[src/rtl/control_pkg.sv]
// Shared type definitions for the RV32I multicycle control slice.
//   pcmux, marmux, cmpmux, alumux, regfilemux : datapath mux select encodings
//   rv32i_types : opcodes, funct3 groupings, ALU ops, control FSM states
// No ports; imported by the interface, the FSM and the decode sub-module.

package pcmux;
    typedef enum logic [1:0] {
        pc_plus4 = 2'b00,
        alu_out  = 2'b01,
        alu_mod2 = 2'b10
    } pcmux_sel_t;
endpackage

package marmux;
    typedef enum logic {
        pc_out  = 1'b0,
        alu_out = 1'b1
    } marmux_sel_t;
endpackage

package cmpmux;
    typedef enum logic {
        rs2_out = 1'b0,
        i_imm   = 1'b1
    } cmpmux_sel_t;
endpackage

package alumux;
    typedef enum logic {
        rs1_out = 1'b0,
        pc_out  = 1'b1
    } alumux1_sel_t;

    typedef enum logic [2:0] {
        i_imm   = 3'd0,
        u_imm   = 3'd1,
        b_imm   = 3'd2,
        s_imm   = 3'd3,
        j_imm   = 3'd4,
        rs2_out = 3'd5
    } alumux2_sel_t;
endpackage

package regfilemux;
    typedef enum logic [3:0] {
        alu_out  = 4'd0,
        br_en    = 4'd1,
        u_imm    = 4'd2,
        lw       = 4'd3,
        pc_plus4 = 4'd4,
        lb       = 4'd5,
        lbu      = 4'd6,
        lh       = 4'd7,
        lhu      = 4'd8
    } regfilemux_sel_t;
endpackage

package rv32i_types;
    typedef enum logic [6:0] {
        op_lui   = 7'b0110111,
        op_auipc = 7'b0010111,
        op_jal   = 7'b1101111,
        op_jalr  = 7'b1100111,
        op_br    = 7'b1100011,
        op_load  = 7'b0000011,
        op_store = 7'b0100011,
        op_imm   = 7'b0010011,
        op_reg   = 7'b0110011,
        op_csr   = 7'b1110011
    } rv32i_opcode;

    typedef enum logic [2:0] {
        beq  = 3'b000,
        bne  = 3'b001,
        blt  = 3'b100,
        bge  = 3'b101,
        bltu = 3'b110,
        bgeu = 3'b111
    } branch_funct3_t;

    typedef enum logic [2:0] {
        lb  = 3'b000,
        lh  = 3'b001,
        lw  = 3'b010,
        lbu = 3'b100,
        lhu = 3'b101
    } load_funct3_t;

    typedef enum logic [2:0] {
        sb = 3'b000,
        sh = 3'b001,
        sw = 3'b010
    } store_funct3_t;

    typedef enum logic [2:0] {
        add  = 3'b000,
        sll  = 3'b001,
        slt  = 3'b010,
        sltu = 3'b011,
        axor = 3'b100,
        sr   = 3'b101,
        aor  = 3'b110,
        aand = 3'b111
    } arith_funct3_t;

    // Encodings chosen so add/sll/xor/or/and equal their funct3 values.
    typedef enum logic [2:0] {
        alu_add = 3'b000,
        alu_sll = 3'b001,
        alu_sra = 3'b010,
        alu_sub = 3'b011,
        alu_xor = 3'b100,
        alu_srl = 3'b101,
        alu_or  = 3'b110,
        alu_and = 3'b111
    } alu_ops;

    typedef enum logic [3:0] {
        FETCH1, FETCH2, FETCH3, DECODE,
        S_LUI, S_AUIPC, S_IMM, S_REG, S_BR, S_JAL, S_JALR,
        CALC_ADDR, LD1, LD2, ST1, ST2
    } control_state_t;
endpackage

[src/rtl/control_if.sv]
// Bundle between the control FSM and the datapath / memory port.
//   master : control side (reads IR fields, br_en, select, mem_resp; drives
//            register loads, mux selects, ALU/compare ops and memory request)
//   slave  : datapath + memory side (the mirror image)

interface control_if;
    import rv32i_types::*;

    rv32i_opcode                 opcode;
    logic [2:0]                  funct3;
    logic [6:0]                  funct7;
    logic                        br_en;
    logic [1:0]                  select;
    logic                        mem_resp;

    logic                        load_pc;
    logic                        load_ir;
    logic                        load_regfile;
    logic                        load_mar;
    logic                        load_mdr;
    logic                        load_data_out;
    pcmux::pcmux_sel_t           pcmux_sel;
    alumux::alumux1_sel_t        alumux1_sel;
    alumux::alumux2_sel_t        alumux2_sel;
    regfilemux::regfilemux_sel_t regfilemux_sel;
    marmux::marmux_sel_t         marmux_sel;
    cmpmux::cmpmux_sel_t         cmpmux_sel;
    alu_ops                      aluop;
    branch_funct3_t              cmpop;
    logic                        mem_read;
    logic                        mem_write;
    logic [3:0]                  mem_byte_enable;

    modport master (
        input  opcode, funct3, funct7, br_en, select, mem_resp,
        output load_pc, load_ir, load_regfile, load_mar, load_mdr, load_data_out,
               pcmux_sel, alumux1_sel, alumux2_sel, regfilemux_sel, marmux_sel,
               cmpmux_sel, aluop, cmpop, mem_read, mem_write, mem_byte_enable
    );

    modport slave (
        output opcode, funct3, funct7, br_en, select, mem_resp,
        input  load_pc, load_ir, load_regfile, load_mar, load_mdr, load_data_out,
               pcmux_sel, alumux1_sel, alumux2_sel, regfilemux_sel, marmux_sel,
               cmpmux_sel, aluop, cmpop, mem_read, mem_write, mem_byte_enable
    );
endinterface

[src/rtl/ctrl_funct_decode.sv]
// Combinational funct-field decode for the control FSM.
//   opcode_i, funct3_i, funct7_i : IR fields
//   select_i                     : byte offset of the store address (MAR[1:0])
//   aluop_o                      : ALU op for register/immediate arithmetic
//   cmpop_o                      : comparator op (slt/sltu remapped to blt/bltu)
//   ld_sel_o                     : regfile write-back select for loads
//   mem_byte_enable_o            : store byte lanes
// Outputs are only meaningful in the FSM states that consume them.

module ctrl_funct_decode
    import rv32i_types::*;
(
    input  rv32i_opcode                 opcode_i,
    input  logic [2:0]                  funct3_i,
    input  logic [6:0]                  funct7_i,
    input  logic [1:0]                  select_i,
    output alu_ops                      aluop_o,
    output branch_funct3_t              cmpop_o,
    output regfilemux::regfilemux_sel_t ld_sel_o,
    output logic [3:0]                  mem_byte_enable_o
);
    // Only funct7[5] distinguishes sub/sra; the rest is don't-care here.
    logic unused_funct7;
    assign unused_funct7 = ^{funct7_i[6], funct7_i[4:0]};

    always_comb begin
        aluop_o = alu_ops'(funct3_i);
        case (arith_funct3_t'(funct3_i))
            slt, sltu: aluop_o = alu_add;
            sr:        aluop_o = funct7_i[5] ? alu_sra : alu_srl;
            add: begin
                // Immediate add has no subtract form; bit 30 is part of the imm.
                if (opcode_i == op_reg && funct7_i[5]) aluop_o = alu_sub;
            end
            default: ;
        endcase
    end

    always_comb begin
        cmpop_o = branch_funct3_t'(funct3_i);
        case (arith_funct3_t'(funct3_i))
            slt:     cmpop_o = blt;
            sltu:    cmpop_o = bltu;
            default: ;
        endcase
    end

    always_comb begin
        case (load_funct3_t'(funct3_i))
            lb:      ld_sel_o = regfilemux::lb;
            lh:      ld_sel_o = regfilemux::lh;
            lbu:     ld_sel_o = regfilemux::lbu;
            lhu:     ld_sel_o = regfilemux::lhu;
            default: ld_sel_o = regfilemux::lw;
        endcase
    end

    always_comb begin
        case (store_funct3_t'(funct3_i))
            sh:      mem_byte_enable_o = 4'b0011 << select_i;
            sb:      mem_byte_enable_o = 4'b0001 << select_i;
            default: mem_byte_enable_o = 4'b1111;
        endcase
    end
endmodule

[src/rtl/control.sv]
// Multicycle RV32I control FSM: FETCH1-3, DECODE, one execute state per
// instruction class, and CALC_ADDR/LD1/LD2/ST1/ST2 for memory operations.
//   clk  : rising-edge clock
//   rst  : asynchronous, active-low reset (forces FETCH1)
//   bus  : control_if.master (IR fields, br_en, select, mem_resp in;
//          loads, mux selects, aluop, cmpop, memory request out)
// Outputs are Moore-style: decoded from the state plus the IR fields.

module control
    import rv32i_types::*;
(
    input  logic      clk,
    input  logic      rst,
    control_if.master bus
);
    control_state_t              state_q, state_d;
    alu_ops                      dec_aluop;
    branch_funct3_t              dec_cmpop;
    regfilemux::regfilemux_sel_t dec_ld_sel;
    logic [3:0]                  dec_mbe;
    logic                        is_slt;

    ctrl_funct_decode u_decode (
        .opcode_i          (bus.opcode),
        .funct3_i          (bus.funct3),
        .funct7_i          (bus.funct7),
        .select_i          (bus.select),
        .aluop_o           (dec_aluop),
        .cmpop_o           (dec_cmpop),
        .ld_sel_o          (dec_ld_sel),
        .mem_byte_enable_o (dec_mbe)
    );

    assign is_slt = (arith_funct3_t'(bus.funct3) == slt) ||
                    (arith_funct3_t'(bus.funct3) == sltu);

    always_ff @(posedge clk or negedge rst) begin
        if (!rst) state_q <= FETCH1;
        else      state_q <= state_d;
    end

    always_comb begin
        // Next state
        state_d = state_q;
        case (state_q)
            FETCH1: state_d = FETCH2;
            FETCH2: if (bus.mem_resp) state_d = FETCH3;
            FETCH3: state_d = DECODE;
            DECODE: begin
                case (bus.opcode)
                    op_lui:            state_d = S_LUI;
                    op_auipc:          state_d = S_AUIPC;
                    op_imm:            state_d = S_IMM;
                    op_reg:            state_d = S_REG;
                    op_br:             state_d = S_BR;
                    op_jal:            state_d = S_JAL;
                    op_jalr:           state_d = S_JALR;
                    op_load, op_store: state_d = CALC_ADDR;
                    default:           state_d = FETCH1;
                endcase
            end
            CALC_ADDR: state_d = (bus.opcode == op_store) ? ST1 : LD1;
            LD1:       if (bus.mem_resp) state_d = LD2;
            ST1:       if (bus.mem_resp) state_d = ST2;
            default:   state_d = FETCH1;
        endcase

        // Outputs
        bus.load_pc         = 1'b0;
        bus.load_ir         = 1'b0;
        bus.load_regfile    = 1'b0;
        bus.load_mar        = 1'b0;
        bus.load_mdr        = 1'b0;
        bus.load_data_out   = 1'b0;
        bus.mem_read        = 1'b0;
        bus.mem_write       = 1'b0;
        bus.mem_byte_enable = 4'b1111;
        bus.pcmux_sel       = pcmux::pc_plus4;
        bus.alumux1_sel     = alumux::rs1_out;
        bus.alumux2_sel     = alumux::i_imm;
        bus.regfilemux_sel  = regfilemux::alu_out;
        bus.marmux_sel      = marmux::pc_out;
        bus.cmpmux_sel      = cmpmux::rs2_out;
        bus.aluop           = alu_add;
        bus.cmpop           = branch_funct3_t'(bus.funct3);

        case (state_q)
            FETCH1: bus.load_mar = 1'b1;
            FETCH2: begin
                bus.mem_read = 1'b1;
                bus.load_mdr = 1'b1;
            end
            FETCH3: bus.load_ir = 1'b1;
            DECODE: begin
                // Unknown opcode: skip it by advancing the PC.
                if (state_d == FETCH1) bus.load_pc = 1'b1;
            end
            S_LUI: begin
                bus.regfilemux_sel = regfilemux::u_imm;
                bus.load_regfile   = 1'b1;
                bus.load_pc        = 1'b1;
            end
            S_AUIPC: begin
                bus.alumux1_sel  = alumux::pc_out;
                bus.alumux2_sel  = alumux::u_imm;
                bus.load_regfile = 1'b1;
                bus.load_pc      = 1'b1;
            end
            S_IMM: begin
                bus.alumux2_sel  = alumux::i_imm;
                bus.aluop        = dec_aluop;
                bus.load_regfile = 1'b1;
                bus.load_pc      = 1'b1;
                if (is_slt) begin
                    bus.cmpmux_sel     = cmpmux::i_imm;
                    bus.cmpop          = dec_cmpop;
                    bus.regfilemux_sel = regfilemux::br_en;
                end
            end
            S_REG: begin
                bus.alumux2_sel  = alumux::rs2_out;
                bus.aluop        = dec_aluop;
                bus.load_regfile = 1'b1;
                bus.load_pc      = 1'b1;
                if (is_slt) begin
                    bus.cmpmux_sel     = cmpmux::rs2_out;
                    bus.cmpop          = dec_cmpop;
                    bus.regfilemux_sel = regfilemux::br_en;
                end
            end
            S_BR: begin
                bus.alumux1_sel = alumux::pc_out;
                bus.alumux2_sel = alumux::b_imm;
                bus.cmpmux_sel  = cmpmux::rs2_out;
                bus.pcmux_sel   = bus.br_en ? pcmux::alu_out : pcmux::pc_plus4;
                bus.load_pc     = 1'b1;
            end
            S_JAL: begin
                bus.regfilemux_sel = regfilemux::pc_plus4;
                bus.load_regfile   = 1'b1;
                bus.alumux1_sel    = alumux::pc_out;
                bus.alumux2_sel    = alumux::j_imm;
                bus.pcmux_sel      = pcmux::alu_out;
                bus.load_pc        = 1'b1;
            end
            S_JALR: begin
                bus.regfilemux_sel = regfilemux::pc_plus4;
                bus.load_regfile   = 1'b1;
                bus.alumux2_sel    = alumux::i_imm;
                bus.pcmux_sel      = pcmux::alu_mod2;
                bus.load_pc        = 1'b1;
            end
            CALC_ADDR: begin
                bus.marmux_sel = marmux::alu_out;
                bus.load_mar   = 1'b1;
                if (bus.opcode == op_store) begin
                    bus.alumux2_sel   = alumux::s_imm;
                    bus.load_data_out = 1'b1;
                end
            end
            LD1: begin
                bus.mem_read = 1'b1;
                bus.load_mdr = 1'b1;
            end
            LD2: begin
                bus.regfilemux_sel = dec_ld_sel;
                bus.load_regfile   = 1'b1;
                bus.load_pc        = 1'b1;
            end
            ST1: begin
                bus.mem_write       = 1'b1;
                bus.mem_byte_enable = dec_mbe;
            end
            ST2: bus.load_pc = 1'b1;
            default: ;
        endcase
    end
endmodule

[src/flat_wrapper.sv]
// flat-port wrapper written by rule: the top's interface ports become plain ports
module control_flat import rv32i_types::*;
  (clk, rst, bus_opcode, bus_funct3, bus_funct7, bus_br_en, bus_select, bus_mem_resp, bus_load_pc, bus_load_ir, bus_load_regfile, bus_load_mar, bus_load_mdr, bus_load_data_out, bus_pcmux_sel, bus_alumux1_sel, bus_alumux2_sel, bus_regfilemux_sel, bus_marmux_sel, bus_cmpmux_sel, bus_aluop, bus_cmpop, bus_mem_read, bus_mem_write, bus_mem_byte_enable);
  control_if bus_i ();
  input  logic clk;
  input  logic rst;
  input wire logic [$bits(bus_i.opcode)-1:0] bus_opcode;
  input wire logic [$bits(bus_i.funct3)-1:0] bus_funct3;
  input wire logic [$bits(bus_i.funct7)-1:0] bus_funct7;
  input wire logic [$bits(bus_i.br_en)-1:0] bus_br_en;
  input wire logic [$bits(bus_i.select)-1:0] bus_select;
  input wire logic [$bits(bus_i.mem_resp)-1:0] bus_mem_resp;
  output wire logic [$bits(bus_i.load_pc)-1:0] bus_load_pc;
  output wire logic [$bits(bus_i.load_ir)-1:0] bus_load_ir;
  output wire logic [$bits(bus_i.load_regfile)-1:0] bus_load_regfile;
  output wire logic [$bits(bus_i.load_mar)-1:0] bus_load_mar;
  output wire logic [$bits(bus_i.load_mdr)-1:0] bus_load_mdr;
  output wire logic [$bits(bus_i.load_data_out)-1:0] bus_load_data_out;
  output wire logic [$bits(bus_i.pcmux_sel)-1:0] bus_pcmux_sel;
  output wire logic [$bits(bus_i.alumux1_sel)-1:0] bus_alumux1_sel;
  output wire logic [$bits(bus_i.alumux2_sel)-1:0] bus_alumux2_sel;
  output wire logic [$bits(bus_i.regfilemux_sel)-1:0] bus_regfilemux_sel;
  output wire logic [$bits(bus_i.marmux_sel)-1:0] bus_marmux_sel;
  output wire logic [$bits(bus_i.cmpmux_sel)-1:0] bus_cmpmux_sel;
  output wire logic [$bits(bus_i.aluop)-1:0] bus_aluop;
  output wire logic [$bits(bus_i.cmpop)-1:0] bus_cmpop;
  output wire logic [$bits(bus_i.mem_read)-1:0] bus_mem_read;
  output wire logic [$bits(bus_i.mem_write)-1:0] bus_mem_write;
  output wire logic [$bits(bus_i.mem_byte_enable)-1:0] bus_mem_byte_enable;
  assign bus_i.opcode = bus_opcode;
  assign bus_i.funct3 = bus_funct3;
  assign bus_i.funct7 = bus_funct7;
  assign bus_i.br_en = bus_br_en;
  assign bus_i.select = bus_select;
  assign bus_i.mem_resp = bus_mem_resp;
  assign bus_load_pc = bus_i.load_pc;
  assign bus_load_ir = bus_i.load_ir;
  assign bus_load_regfile = bus_i.load_regfile;
  assign bus_load_mar = bus_i.load_mar;
  assign bus_load_mdr = bus_i.load_mdr;
  assign bus_load_data_out = bus_i.load_data_out;
  assign bus_pcmux_sel = bus_i.pcmux_sel;
  assign bus_alumux1_sel = bus_i.alumux1_sel;
  assign bus_alumux2_sel = bus_i.alumux2_sel;
  assign bus_regfilemux_sel = bus_i.regfilemux_sel;
  assign bus_marmux_sel = bus_i.marmux_sel;
  assign bus_cmpmux_sel = bus_i.cmpmux_sel;
  assign bus_aluop = bus_i.aluop;
  assign bus_cmpop = bus_i.cmpop;
  assign bus_mem_read = bus_i.mem_read;
  assign bus_mem_write = bus_i.mem_write;
  assign bus_mem_byte_enable = bus_i.mem_byte_enable;
  control u_core (.clk(clk), .rst(rst), .bus(bus_i));
endmodule
[config.mk]
export PLATFORM = sky130hd
export DESIGN_NAME = control_flat
export DESIGN_NICKNAME = d
export VERILOG_FILES = /design/src/rtl/control_pkg.sv /design/src/rtl/control_if.sv /design/src/rtl/ctrl_funct_decode.sv /design/src/rtl/control.sv /design/src/flat_wrapper.sv
export SDC_FILE = /design/constraint.sdc
export NUM_CORES = 1
export LEC_CHECK = 0
export CAP_MARGIN = 20
export CORE_MARGIN = 8
export CORE_UTILIZATION = 25
export CTS_BUF_LIST = sky130_fd_sc_hd__clkbuf_8 sky130_fd_sc_hd__clkbuf_16
export DETAILED_ROUTE_END_ITERATION = 8
export PLACE_DENSITY_LB_ADDON = 0.3
export SYNTH_ARGS = -nofsm -noshare
export SYNTH_HDL_FRONTEND = slang
export SYNTH_SLANG_ARGS = --single-unit
[constraint.sdc]
create_clock -name clk -period 2 [get_ports clk]
set_clock_uncertainty 0.15 [all_clocks]
set_input_delay 0.3 -clock clk [delete_from_list [all_inputs] [get_ports clk]]
set_output_delay 0.3 -clock clk [all_outputs]
set_load 0.05 [all_outputs]
-- After elaboration in Yosys (flattened, before gate mapping)
Cells that the tools add are included.
- flip-flop bits (word level): 4
- input port bits: 23
- output and inout bits: 30
- logic and storage cells: 81
- eq/ne operators: 29
- shift-type cells: 2
- multiplexer cells: 35
- reduce and logical (&&, ||, !) cells: 14
- operators with widths (cell ; count):
    == test 4 bit, second input constant ; 8
    case mux 4 bit (4 select lines) ; 2
    case mux 4 bit (8 select lines) ; 1
    case mux 4 bit (7 select lines) ; 1
    == test 7 x 6 -> 1 bit, second input constant ; 3
    == test 7 bit, second input constant ; 3
    == test 4 x 3 -> 1 bit, second input constant ; 4
    two-way mux 4 bit ; 4
    two-way mux 3 bit ; 5
    case mux 3 bit (5 select lines) ; 1
    == test 7 x 5 -> 1 bit, second input constant ; 2
    two-way mux 1 bit ; 14
    OR reduction 2 bit ; 6
    case mux 3 bit (3 select lines) ; 1
    OR reduction 9 bit ; 1
    == test 4 x 2 -> 1 bit, second input constant ; 2
    zero test 4 bit ; 2
    case mux 4 bit (2 select lines) ; 1
    == test 7 x 2 -> 1 bit, second input constant ; 1
    OR reduction 7 bit ; 1
    == test 3 x 2 -> 1 bit, second input constant ; 2
    == test 3 bit, second input constant ; 2
    case mux 2 bit (3 select lines) ; 1
    case mux 3 bit (2 select lines) ; 1
    other kinds (10) ; 11

-- Logic depth before layout (Yosys ltp)
Gate-level depths: netlist (run 1).
- depth in word-level cells: 7
- depth in mapped cells: 6
- depth with buffers taken out: 4

-- Modules after synthesis
A second synthesis (run 1) with hierarchy kept.
- cell total of the unflattened synthesis: 129
- area, all modules: 843.3 um2
- by module, submodules not included (module ; times used ; cells an instance ; area each (um2) ; sequential area each (um2)):
    control ; 1 ; 98 ; 650.6 ; 100.1
    ctrl_funct_decode ; 1 ; 31 ; 192.7 ; 0.0

-- Least setup slack after synthesis (run 1)
No wires, ideal clock.
- kind: input -> output
- start: input port bus_opcode[2]
- end: output port bus_aluop[1]
- arrival: 2.120 ns
- data required time: 1.550 ns
- slack: -0.570 ns
- cell stages on the path: 4
- buffers on the path: 0
- path through: nand2b_1 -> nor4_1 -> nand4_1 -> a221oi_1
- word-level cells in the longest chain between the ends: 5
- RTL lines (what ; RTL line ; text):
    start, declared ; flat_wrapper.sv:7 ; input wire logic [$bits(bus_i.opcode)-1:0] bus_opcode;
    == test 7 x 6 -> 1 bit ; ctrl_funct_decode.sv:33 ; if (opcode_i == op_reg && funct7_i[5]) aluop_o = alu_sub;
    logical AND 1 bit ; ctrl_funct_decode.sv:33 ;
    two-way mux 3 bit ; ctrl_funct_decode.sv:33 ;
    case mux 3 bit (3 select lines) ; ctrl_funct_decode.sv:28 ; case (arith_funct3_t'(funct3_i))
    two-way mux 3 bit ; control.sv:87 ; case (state_q)
    end, declared ; flat_wrapper.sv:25 ; output wire logic [$bits(bus_i.aluop)-1:0] bus_aluop;
Every way passes these cells.

-- Worst setup path after layout (run 1)
- start: register u_core.state_q[3]
- end: output port bus_load_pc
- word-level cells in the longest chain between the ends: 5
- elaborated cells between the ends (all ways): 24
- those cells by class: eq/ne (15); mux (6); reduce/logical (3)
- RTL lines (what ; RTL line ; text):
    start, declared ; control.sv:16 ; control_state_t state_q, state_d;
    start signal, assigned ; control.sv:39 ; else state_q <= state_d;
    == test 4 bit, or another cell as far along ; control.sv:45 ; case (state_q)
    case mux 4 bit (7 select lines) ; control.sv:45 ;
    zero test 4 bit ; control.sv:96 ; if (state_d == FETCH1) bus.load_pc = 1'b1;
    two-way mux 1 bit ; control.sv:96 ;
    case mux 1 bit (2 select lines) * ; control.sv:87 ;
    end, declared ; flat_wrapper.sv:13 ; output wire logic [$bits(bus_i.load_pc)-1:0] bus_load_pc;
Mark *: on every way between the ends. The rest lies on a longest branch, timed or not.

==> results of run 1 <==
layout make-up:
type	count	area, µm²	area share (%)
clock buffers	3	41.3	2.10
flip-flops and latches	4	101	5.15
repair buffers	88	1030	52.4
multi-input cells	101	737	37.4
inverters	5	18.8	0.954
well taps	31	38.8	1.97
where the power goes:
group          switching [mW]  total [mW]  leakage, nW  internal, mW
Clock                  0.0451       0.174       0.0216         0.129
Sequential             0.0301       0.134       0.0508         0.104
Combinational           0.595        1.11        0.779         0.510
kinds of logic (layout without fill, tap and decap cells):
| group | Yosys count | count (layout) | synth area share (%) |
|---|---|---|---|
| buffers and inverters | 14 | 96 | 8.50 |
| xor gates and xnor gates | 1 | 1 | 1.19 |
| DFF | 4 | 4 | 13.6 |
| and+or+nand+nor | 61 | 61 | 43.4 |
| AOI/OAI and AO/OA | 39 | 39 | 33.3 |
layout by cell type, fill, tap and decap left out, drive strengths merged, types with 5 or more instances in the layout:
cell / count
nor2: 15
inv: 5
o21ai: 13
a21oi: 11
nand2: 13
clkdlybuf4s50: 5
buf: 77
nand2b: 6
clkbuf: 5
nor2b: 5
Yosys cell counts (all sizes together):
library cell  number
and4b              1
a31oi              2
clkbuf             5
nor3               3
and2               2
xor2               1
nor4               3
o21ai             13
o311ai             1
buf                4
and3b              1
nor3b              2
or3                4
nand3              2
nor2              15
a21oi             11
dfrtp              4
inv                5
a211oi             1
or2                1
o31ai              1
o41ai              1
a311oi             1
o31a               1
a221oi             2
nand2             13
nand2b             6
a21boi             1
o211ai             2
nor2b              5
nand4              2
o21a               2
and3               1
worst max-delay path: stages, from the launching register on:
cell and delay, ps:
dfrtp_1 390, or2_1 250, or3_4 340, o31a_1 270, buf_6 160
per-stage QoR:
step	worst slack, ps	cells
after floorplan	-415	119
after global placement	-364	219
after detailed placement	-393	219
after CTS	-104	227
after global routing	-119	232
final	-89.4	232
worst max path at each step:
stage                           start                     to  slack (ps)  cells after the start
CTS                 u_core.state_q[3]            bus_load_pc        -100                      4
detailed placement      bus_opcode[2]           bus_aluop[1]        -390                      7
finish              u_core.state_q[3]            bus_load_pc         -90                      4
global placement        bus_opcode[2]           bus_aluop[0]        -360                      7
floorplan               bus_funct3[0]  bus_regfilemux_sel[1]        -420                      5
global route        u_core.state_q[2]            bus_load_pc        -120                      4
routing by layer:
layer / share of wire, % / vias up
met5: 0 / -
met2: 54 / 37
met1: 38 / 589
met3: 5.3 / 8
met4: 2.2 / 0
li1: - / 602
what timing repair did:
action,4_1_cts,5_1_grt
resized for setup,46,28
cloned,0,0
buffers inserted,5,5
setup endpoints to repair,22,21
hold endpoints to repair,0,0
pin swaps,11,8
==> flow_summary.yaml, run 1 <==
outcome:
  status: "finished, violations left"
  failed_checks: "negative setup slack"
timing:
  period_minus_slack_ps: 2090
  period_share_pct: 104
  fmax_mhz: 479
  worst_slew_pin_slew_ps: 357
  setup_tns_ps: -132
  finalMaxSlewViolations: 0
  setup_viol_count_final: 3
  hold_viol: 0
  final.setup.worst_slack_ps: -89.4
  rsz0062_at_grt: "true"
  maxSlewHeadroom_pct: 76.0
  holdWs_ps: 129
worst_setup_path:
  worst-r2r-cell-count: 8
  critPathLaunchType: "register"
  end_kind: "output port"
  r2r-start: "u_core.state_q[1]"
  reg2reg_slack_ps: 180
  criticalPathCategory: "register to output port"
  r2r-end: "u_core.state_q[1]"
  required_ps: 1550
  cp.arrival_ps: 1640
  worstPathMaxFanout: 2
synth:
  syn-num-nets: 142
  synthesis.area_um2: 736
  post_synth_inst_count: 119
  yosys.area.top_type_share_pct: 13.6
  yosys_warnings: 0
  ys_ff_latch: 4
  yosysSeqAreaShare_pct: 13.6
  synth_area_leaders: "dfrtp_1, o21ai_0, nor2_1"
  syn_area_per_cell_um2: 6.18
  synth_top_area_cell: "dfrtp_1"
  netlist-cell-type-count: 35
clock_tree:
  cts_tree: "yes"
  cts_made_buffers: 3
  postCtsHoldBufs: 0
  clk_pin_slew_ps: 30
  root_buffer: "clkbuf_8"
  cts.sinks: 4
  clk_path_buf_depth: 2
  htreeDepth: 1
  clk_latency_ps: 220
floorplan:
  start_util_pct: 26.5
  num_io_pins: 53
  fp.dieH_um: 70.2
  core_area_mm2: 0.00278
  die_area_mm2: 0.00493
  die_w_um: 70.2
  core.rowCount: 19
routing:
  remaining_drc_errors: 0
  drt_iter0_markers: 54
  wl_per_cell_um: 16.1
  routed_wl_um: 3730
  vias: 1236
  antenna_left: 0
  first_pass_iters: 6
  via_per_inst: 5.33
power_and_ir_drop:
  p_leak_nw: 0.852
  ir_worst_vdd_v: 0.00130
  p_per_area_mw_per_mm2: 718
  power_mw: 1.41
placed_design:
  gp_congestion: 0.875
  dpl-instance-area_mm2: 0.00170
  place_hpwl_um: 2740
  port-buffer-count: 46
global_route:
  met1_usage_pct: 13.3
  track_usage_pct: 13.6
  grt_max_degree: 21
  grt_use_met3_pct: 4.10
  grt_pass1_wl_um: 5700
  overflow: 0
  top_usage_layer: "met2"
  antenna_found_initial: 0
  grt_pass1_vias: 1240
  met2_usage_pct: 24.9
finish:
  largest_reg_flops: 4
  reg_top3: "u_core.state_q: 4 flops"
  syn2layout_area_growth_pct: 168
  final_layout_size_suffix_gt1_share_pct: 56.7
  finish.utilization_pct: 70.8
  regMostFlops: "u_core.state_q"
  fin_nets: 226
  final_area_mm2: 0.00197
  antennaDiodeCount: 0
  fill_cells: 195
worst_hold_path:
  hold_path_class: "input port to asynchronous set/reset pin"
run:
  drv_cap: 0
No activity file was read; power rests on OpenSTA's default activity.
==> run 2, diff against run 1 <==
--- a/config.mk
+++ b/config.mk
@@ -9,6 +9,7 @@
 export CORE_MARGIN = 8
 export CORE_UTILIZATION = 25
 export CTS_BUF_LIST = sky130_fd_sc_hd__clkbuf_8 sky130_fd_sc_hd__clkbuf_16
+export CTS_CLUSTER_SIZE = 28
 export DETAILED_ROUTE_END_ITERATION = 8
 export PLACE_DENSITY_LB_ADDON = 0.3
 export SYNTH_ARGS = -nofsm -noshare
==> results of run 2 <==
The final DEF is identical to that of run 1; final timing and power are the same.
==> run 3, diff against run 2 <==
--- a/config.mk
+++ b/config.mk
@@ -11,7 +11,7 @@
 export CTS_BUF_LIST = sky130_fd_sc_hd__clkbuf_8 sky130_fd_sc_hd__clkbuf_16
 export CTS_CLUSTER_SIZE = 28
 export DETAILED_ROUTE_END_ITERATION = 8
-export PLACE_DENSITY_LB_ADDON = 0.3
+export PLACE_DENSITY_LB_ADDON = 0.15
 export SYNTH_ARGS = -nofsm -noshare
 export SYNTH_HDL_FRONTEND = slang
 export SYNTH_SLANG_ARGS = --single-unit
==> run 3 against run 2 <==
Compared with the run above: the run still ends with negative setup slack left; cell count decreased by 2.6%; critical path depth increased by 2; largest cell class unchanged; largest power group unchanged; count of clock-buffer cells in the layout unchanged; clock power decreased by 3%; cell area decreased by 3.2%; first-iteration DRC count increased by 69%; sequential cell count unchanged; sequential power increased by 3%; combinational power about the same; via count decreased by 2.8%; die area unchanged; highest routed layer unchanged; total power increased by 0.25%.
==> flow_summary.yaml, run 3 (synthesis results as in run 1) <==
timing:
  fmax_mhz: 479
  holdWs_ps: 152
  finalMaxSlewViolations: 0
  period_minus_slack_ps: 2090
  worst_slew_pin_slew_ps: 327
  maxSlewHeadroom_pct: 78.0
  setup_viol_count_final: 7
  hold_viol: 0
  period_share_pct: 104
  rsz0062_at_grt: "true"
  final.setup.worst_slack_ps: -88.5
floorplan:
  core_area_mm2: 0.00278
  num_io_pins: 53
  start_util_pct: 26.5
  die_area_mm2: 0.00493
  core.rowCount: 19
  fp.dieH_um: 70.2
  die_w_um: 70.2
routing:
  vias: 1201
  first_pass_iters: 4
  remaining_drc_errors: 0
  drt_iter0_markers: 91
  wl_per_cell_um: 16.1
  via_per_inst: 5.31
  antenna_left: 0
  routed_wl_um: 3640
worst_setup_path:
  worstPathMaxFanout: 10
  criticalPathCategory: "register to output port"
  cp.arrival_ps: 1640
  critPathLaunchType: "register"
  r2r-start: "u_core.state_q[3]"
  end_kind: "output port"
  startpoint: "u_core.state_q[3]"
  required_ps: 1550
power_and_ir_drop:
  cell_internal_pwr_mw: 0.752
  seq_power_share_pct: 9.7
  p_per_area_mw_per_mm2: 744
  power_mw: 1.42
  ir_worst_vdd_v: 0.00115
  combPwrFrac_pct: 78.4
  p_leak_nw: 0.830
  power.switching_mw: 0.665
  p_clk_share_pct: 11.9
  switching_share_pct: 46.9
placed_design:
  gp_congestion: 0.783
  pre_cts_ws_ps: -438
  port-buffer-count: 46
  dp.cells: 216
  place_hpwl_um: 2710
clock_tree:
  root_buffer: "clkbuf_8"
  clk_path_buf_depth: 2
  clk_pin_slew_ps: 30
  htreeDepth: 1
  cts.sinks: 4
  clk_latency_ps: 210
  cts_made_buffers: 3
  cts_tree: "yes"
global_route:
  grt_pass1_vias: 1139
  grt_max_degree: 17
  track_usage_pct: 12.5
  grt_pass1_wl_um: 5280
  antenna_found_initial: 0
  overflow: 0
outcome:
  failed_checks: "negative setup slack"
  status: "finished, violations left"
finish:
  final_cell_mix: "buf_4, buf_12, nor2_1"
  fin_cells: 226
  reg_top3: "u_core.state_q: 4 flops"
  layout_commonest_cell: "buf_4"
  syn2layout_area_growth_pct: 159
  fin_nets: 220
  largest_reg_flops: 4
  finish.utilization_pct: 68.5
  regMostFlops: "u_core.state_q"
  final_layout_size_suffix_gt1_share_pct: 52.8
  antennaDiodeCount: 0
worst_hold_path:
  hold_path_class: "input port to asynchronous set/reset pin"
run:
  drv_cap: 0
-- run 3: changes by cell type in the layout (fill, tap and decap cells not counted), sizes merged --
cell	delta
buf	-12
clkdlybuf4s15	+2
dlygate4sd2	-1
clkbuf	+5
-- run 3: per-layer routing --
metal  GRT usage [%]  vias up  routed length, µm
li1                -      581                  -
met1            13.8      573               1380
met2            22.6       45               2040
met3            2.97        2                216
met4            4.02        0                  6
met5               0        -                  0
-- run 3: per-stage QoR --
stage	TNS, ps	cell area (µm²)
floorplan	-2500	756
global placement	-2900	1680
detailed placement	-3260	1680
CTS	-63.0	1800
global route	-974	1900
finish	-363	1900
-- run 3: path summary, 6_finish.rpt --
check                                               to  slack [ps]  depth (start not counted)
min in group clk                     u_core.state_q[1]         330                          3
worst max-delay path            bus_mem_byte_enable[2]         -90                          6
worst max register to register       u_core.state_q[0]         190                          5
worst min register to register       u_core.state_q[3]         670                          4
max in group asynchronous            u_core.state_q[0]        1350                          1
worst min-delay path                 u_core.state_q[1]         150                          1
-- run 3: layout make-up --
class                           instances  area [µm²]
Clock buffer                            3        41.3
Fill cell                             215         877
Inverter                                5        18.8
Multi-Input combinational cell        101         728
Sequential cell                         4         101
Tap cell                               31        38.8
Timing Repair Buffer                   82         976
-- run 3: critical path: stages (launching register included) --
cell and delay, ps:
dfrtp_1 400, buf_4 200, nand2_1 130, nor4_2 220, buf_4 190, o211ai_1 90, buf_4 200
-- run 3: power by group through the flow --
| stage | Combinational (mW) | Sequential (mW) | Clock (mW) |
|---|---|---|---|
| 2_1_floorplan | 0.527 | 0.116 | 0 |
| 3_3_place_gp | 0.917 | 0.127 | 0 |
| 3_5_place_dp | 0.930 | 0.127 | 0 |
| 4_1_cts | 0.983 | 0.127 | 0.171 |
| 5_1_grt | 1.17 | 0.137 | 0.179 |
| 6_report | 1.11 | 0.138 | 0.168 |
-- run 3: what timing repair did --
action,CTS,global route
gates resized for setup,33,31
hold buffers,0,0
setup buffers,1,6
setup endpoints to repair,22,20
pin swaps,8,11
